`src/rtl/pwm_timer_scheduler_if.sv`:
```
// rtl/pwm_timer_scheduler_if.sv - request/grant bundle between requesters and the shared PWM timer
interface pwm_timer_scheduler_if #(
  parameter int N = 8
);
  logic           tick_en;
  logic [3:0]     req;
  logic [4*N-1:0] req_value;
  logic [3:0]     grant;
  logic           busy;
  logic [3:0]     done;
  logic [N-1:0]   count;

  modport master (
    output tick_en, req, req_value,
    input  grant, busy, done, count
  );

  modport slave (
    input  tick_en, req, req_value,
    output grant, busy, done, count
  );
endinterface

```
`src/rtl/pwm_timer_scheduler.sv`:
```
// rtl/pwm_timer_scheduler.sv - round-robin owner of one shared up-counter across four requesters
module pwm_timer_scheduler #(
  parameter int N = 8
) (
  input  logic                   clk,
  input  logic                   reset,
  pwm_timer_scheduler_if.slave   bus
);

  typedef enum logic [1:0] {IDLE, COUNT, DONE} state_t;

  state_t       state_q, state_n;
  logic [3:0]   grant_q, grant_n;
  logic [3:0]   done_q, done_n;
  logic         busy_q, busy_n;
  logic [N-1:0] count_q, count_n;
  logic [N-1:0] val_q, val_n;
  logic [1:0]   last_q, last_n;
  logic [1:0]   win_q, win_n;

  logic         rr_hit;
  logic [1:0]   rr_idx;
  logic [1:0]   cand;

  // Search starts just after the most recent owner so the previous winner goes last.
  always_comb begin
    rr_hit = 1'b0;
    rr_idx = last_q;
    cand   = '0;
    for (int k = 0; k < 4; k++) begin
      cand = last_q + 2'(k + 1);
      if (!rr_hit && bus.req[cand]) begin
        rr_hit = 1'b1;
        rr_idx = cand;
      end
    end
  end

  always_comb begin
    state_n = state_q;
    grant_n = grant_q;
    done_n  = '0;
    count_n = count_q;
    val_n   = val_q;
    last_n  = last_q;
    win_n   = win_q;
    case (state_q)
      IDLE: begin
        if (rr_hit) begin
          win_n   = rr_idx;
          val_n   = bus.req_value[rr_idx*N +: N];
          count_n = '0;
          grant_n = 4'b0001 << rr_idx;
          state_n = COUNT;
        end
      end
      COUNT: begin
        // Losing the request wins over a completion landing in the same cycle.
        if (!bus.req[win_q]) begin
          state_n = IDLE;
          grant_n = '0;
          count_n = '0;
          last_n  = win_q;
        end else if (bus.tick_en) begin
          if (count_q == val_q) begin
            state_n = DONE;
            grant_n = '0;
            done_n  = grant_q;
            last_n  = win_q;
          end else begin
            count_n = count_q + 1'b1;
          end
        end
      end
      DONE: begin
        state_n = IDLE;
      end
      default: begin
        state_n = IDLE;
        grant_n = '0;
      end
    endcase
    busy_n = |grant_n;
  end

  always_ff @(posedge clk) begin
    if (reset) begin
      state_q <= IDLE;
      grant_q <= '0;
      done_q  <= '0;
      busy_q  <= 1'b0;
      count_q <= '0;
      val_q   <= '0;
      last_q  <= 2'd3;
      win_q   <= '0;
    end else begin
      state_q <= state_n;
      grant_q <= grant_n;
      done_q  <= done_n;
      busy_q  <= busy_n;
      count_q <= count_n;
      val_q   <= val_n;
      last_q  <= last_n;
      win_q   <= win_n;
    end
  end

  assign bus.grant = grant_q;
  assign bus.done  = done_q;
  assign bus.busy  = busy_q;
  assign bus.count = count_q;

endmodule

```
`src/flat_wrapper.sv`:
```
// flat-port wrapper written by rule: the top's interface ports become plain ports
module pwm_timer_scheduler_flat 
#(
  parameter int N = 8
)
  (clk, reset, bus_tick_en, bus_req, bus_req_value, bus_grant, bus_busy, bus_done, bus_count);
  pwm_timer_scheduler_if #(.N(N)) bus_i ();
  input  logic clk;
  input  logic reset;
  input wire logic [$bits(bus_i.tick_en)-1:0] bus_tick_en;
  input wire logic [$bits(bus_i.req)-1:0] bus_req;
  input wire logic [$bits(bus_i.req_value)-1:0] bus_req_value;
  output wire logic [$bits(bus_i.grant)-1:0] bus_grant;
  output wire logic [$bits(bus_i.busy)-1:0] bus_busy;
  output wire logic [$bits(bus_i.done)-1:0] bus_done;
  output wire logic [$bits(bus_i.count)-1:0] bus_count;
  assign bus_i.tick_en = bus_tick_en;
  assign bus_i.req = bus_req;
  assign bus_i.req_value = bus_req_value;
  assign bus_grant = bus_i.grant;
  assign bus_busy = bus_i.busy;
  assign bus_done = bus_i.done;
  assign bus_count = bus_i.count;
  pwm_timer_scheduler #(.N(N)) u_core (.clk(clk), .reset(reset), .bus(bus_i));
endmodule
```
`config.mk`:
```
export PLATFORM = sky130hd
export DESIGN_NAME = pwm_timer_scheduler_flat
export DESIGN_NICKNAME = d
export VERILOG_FILES = /design/src/rtl/pwm_timer_scheduler_if.sv /design/src/rtl/pwm_timer_scheduler.sv /design/src/flat_wrapper.sv
export SDC_FILE = /design/constraint.sdc
export NUM_CORES = 1
export LEC_CHECK = 0
export CORE_ASPECT_RATIO = 0.7
export CORE_UTILIZATION = 41
export CTS_CLUSTER_SIZE = 14
export DETAILED_ROUTE_END_ITERATION = 7
export GPL_ROUTABILITY_DRIVEN = 0
export GPL_TIMING_DRIVEN = 1
export PLACE_DENSITY = 0.75
export SKIP_CTS_REPAIR_TIMING = 1
export SLEW_MARGIN = 20
export SYNTH_ARGS = -nofsm -noshare
export SYNTH_HDL_FRONTEND = slang
export SYNTH_SLANG_ARGS = --single-unit
```
`constraint.sdc`:
```
create_clock -name clk -period 1.6 [get_ports clk]
set_input_delay 0.32 -clock clk [delete_from_list [all_inputs] [get_ports clk]]
set_output_delay 0.32 -clock clk [all_outputs]
set_load 0.02 [all_outputs]
```
==> flow_metrics.tcl <==
set metrics [dict create \
    first_pass_iters 4 \
    synth_seq_cells 31 \
    dp.cells 307 \
    clk_path_buf_depth 2 \
    seq_area_um2 638 \
    maxSlewViolCount 0 \
    status "finished clean" \
    design_area_um2 2800 \
    fp.dieW_um 79.4 \
    synth.area.top_cells "dfxtp_1, mux2i_1, o221ai_1" \
    maxCapViolations 0 \
    setup_tns_ns 0 \
    fp.dieArea_um2 4460 \
    grt_antenna_before_repair 0 \
    syn_area_um2 1720 \
    fmax_mhz 641 \
    fill_cells 308 \
    ys_warn_count 0 \
    critPathMaxFanout 7 \
    worstSetupPathType "reg -> reg" \
    antenna_cells 0 \
    r2r_slack_ns 0.04 \
    ir_worst_vdd_v 0.000608 \
    crit_end "u_core.bus.count[7]$_SDFFE_PP0P_" \
    final_cells 317 \
    p_leak_nw 1.30 \
    ys_types 50 \
    num_rows 19 \
    ys_seq_area_share_pct 36.1 \
    pwr-share-seq_pct 34.7 \
    die_h_um 56.2 \
    clk_pin_slew_ns 0.07 \
    synthArstFlopShare_pct 0 \
    portBuffers 55 \
    r2r-start "u_core.bus.count[3]$_SDFFE_PP0P_" \
    drive_above_1_share_pct 29.1 \
    place_area_um2 2530 \
    grt_pass1_vias 1612 \
    startpoint "u_core.bus.count[3]$_SDFFE_PP0P_" \
    syn-num-nets 220 \
    crit_required_ns 1.82 \
    num_io_pins 56 \
    synth_top_area_share_pct 36.1 \
    synth_ff_type "dfxtp_1" \
    startpoint_type "flop" \
    route.antenna.remaining_nets 0 \
    worstHoldPathType "in -> reg" \
    viasPerCell 5.42 \
    root_buffer "clkbuf_8" \
    power.internal_mw 1.88 \
    grt_max_degree 16 \
    p_sw_share_pct 31.0 \
    rsz0062_at_grt "yes" \
    reg2regPathDepth 5 \
    synthCells 180 \
    synth_area_per_cell_um2 9.54 \
    min_period_over_period_pct 97.5 \
    cts_buffers 5 \
    period_minus_slack_ns 1.56 \
    yosysTopAreaCell "dfxtp_1" \
    drt_iter0_drc 120 \
    min_from "bus_tick_en" \
    hold_path_depth 4 \
    wl_per_cell_um 15.3 \
    layout-area-overhead-vs-synth_pct 63.1 \
    finClkSkew_ns 0.00683 \
    route.detailed.drc 0 \
    pwr-share-comb_pct 35.8 \
    setup_viol 0 \
    core_region_area_um2 3970 \
    synth_edf_count 0 \
    htree_levels 2 \
    gr-total-overflow 0 \
    cts_tree "built" \
    hold_slack_ns 0.499 \
    dp_hpwl_mm 3.56 \
    finalHoldViolCount 0 \
    crit_path_end_kind "flop" \
    p_sw_mw 0.844 \
    arrival_ns 1.78 \
    relSlewSlack_pct 66.9 \
    multi_input_area_um2 1140 \
    start_util_pct 43.3 \
    grt.total_usage_pct 22.3 \
    grt_pass1_wl_mm 7.52 \
    num_vias 1718 \
    clk_latency_ns 0.29 \
    worst_pin_slew_ns 0.493 \
    finalNetCount 304 \
    pwr-share-clk_pct 29.4 \
    r2r-end "u_core.bus.count[7]$_SDFFE_PP0P_" \
    pwr_density_cell_nw_per_um2 973 \
    clock-sinks 31 \
    wl_mm 4.84 \
]
==> cells in the mapped netlist, types with 2 or more instances <==
cell type,number
and3_1,4
a21oi_1,5
nor2_1,14
nand2b_1,4
o221ai_1,8
dfxtp_1,31
nand4_1,2
nand3b_1,8
xor2_1,6
mux2i_1,18
xnor2_1,8
clkbuf_1,2
buf_2,4
o21ai_0,4
inv_1,4
o21ai_1,2
o22ai_1,4
a211oi_1,2
nor3_1,3
nand2_1,13
nand3_1,4
a2111oi_0,2
==> worst min-delay path by stage <==
stage / end / slack (ns)
final: u_core.bus.count[2]$_SDFFE_PP0P_ / 0.50
after global routing: u_core.win_q[1]$_SDFFE_PP0P_ / 0.53
after CTS: u_core.bus.grant[2]$_SDFF_PP0_ / 0.50
after detailed placement: u_core.bus.grant[2]$_SDFF_PP0_ / 0.49
after global placement: u_core.bus.grant[1]$_SDFF_PP0_ / 0.48
after floorplan: u_core.win_q[1]$_SDFFE_PP0P_ / 0.47
==> critical path: stages (launching register included) <==
cell and delay, ns:
dfxtp_4 0.38, xnor2_2 0.16, nand4_4 0.17, o211ai_4 0.09
or4_4 0.52, a21oi_2 0.16
==> per-stage QoR <==
stage          setup WS, ns  util (%)  total power, mW
6_report             0.0408      70.6             2.73
5_1_grt             -0.0600      70.6             2.86
3_3_place_gp         -0.512      63.6             1.83
3_5_place_dp         -0.523      63.6             1.84
4_1_cts              -0.221      66.6             2.64
2_1_floorplan        0.0148         -             1.48
==> registers in the layout, summed over array words and instances, names as in the netlist <==
register          flops
u_core.bus.done       4
u_core.val_q          8
u_core.bus.busy       1
u_core.bus.grant      4
u_core.state_q        2
u_core.win_q          2
u_core.last_q         2
u_core.bus.count      8
==> logic make-up after synthesis <==
logic type / share of synthesized area [%]
adder cells (fa/ha/maj): 0.728
AND/OR/NAND/NOR: 23.7
flip-flops: 36.1
XOR/XNOR: 7.14
AO/OA/AOI/OAI: 17.3
multiplexers: 11.8
buffers and inverters: 3.13
==> cell type report <==
cell class,instances,area share [%]
sequential,31,22.8
clock buffer,6,2.95
timing repair buffer,84,29.4
inverter,4,0.536
clock inverter,2,1.25
tap,52,2.32
multi-input combinational,138,40.8
==> placed cells by master (no fill, tap or decap), types with 2 or more instances in the layout <==
cell type         n
o22ai_1           4
a21oi_1           4
o221ai_1          8
dlymetal6s2s_1   17
nand4_1           2
o21ai_1           3
and3_1            4
clkdlybuf4s50_1  38
nand4_4           2
o21ai_0           3
nor2_1           14
nand2b_1          4
a21oi_2           2
buf_4            28
dfxtp_1          19
xnor2_2           8
nor3_1            2
dfxtp_2          11
mux2i_1          16
xor2_1            6
mux2i_2           2
inv_1             4
nand3b_1          8
a211oi_1          2
nand2_1          13
nand3_1           4
clkbuf_8          6
==> power groups by stage <==
stage	Clock (mW)	Sequential (mW)	Combinational, mW
after detailed placement	0	0.947	0.894
after global placement	0	0.942	0.886
final	0.803	0.947	0.976
after CTS	0.810	0.931	0.901
after global routing	0.858	0.956	1.05
after floorplan	0	0.956	0.524
==> routing by layer <==
metal / wire length, um / global-route usage [%] / vias up / part of all wire [%]
met5: 0 / 0 / - / 0
met4: 94 / 8.57 / 0 / 1.9
met3: 321 / 4.92 / 11 / 6.6
met2: 2220 / 36.5 / 73 / 46
met1: 2200 / 28.6 / 797 / 46
li1: - / - / 837 / -
Power figures use the tool's default switching activity.
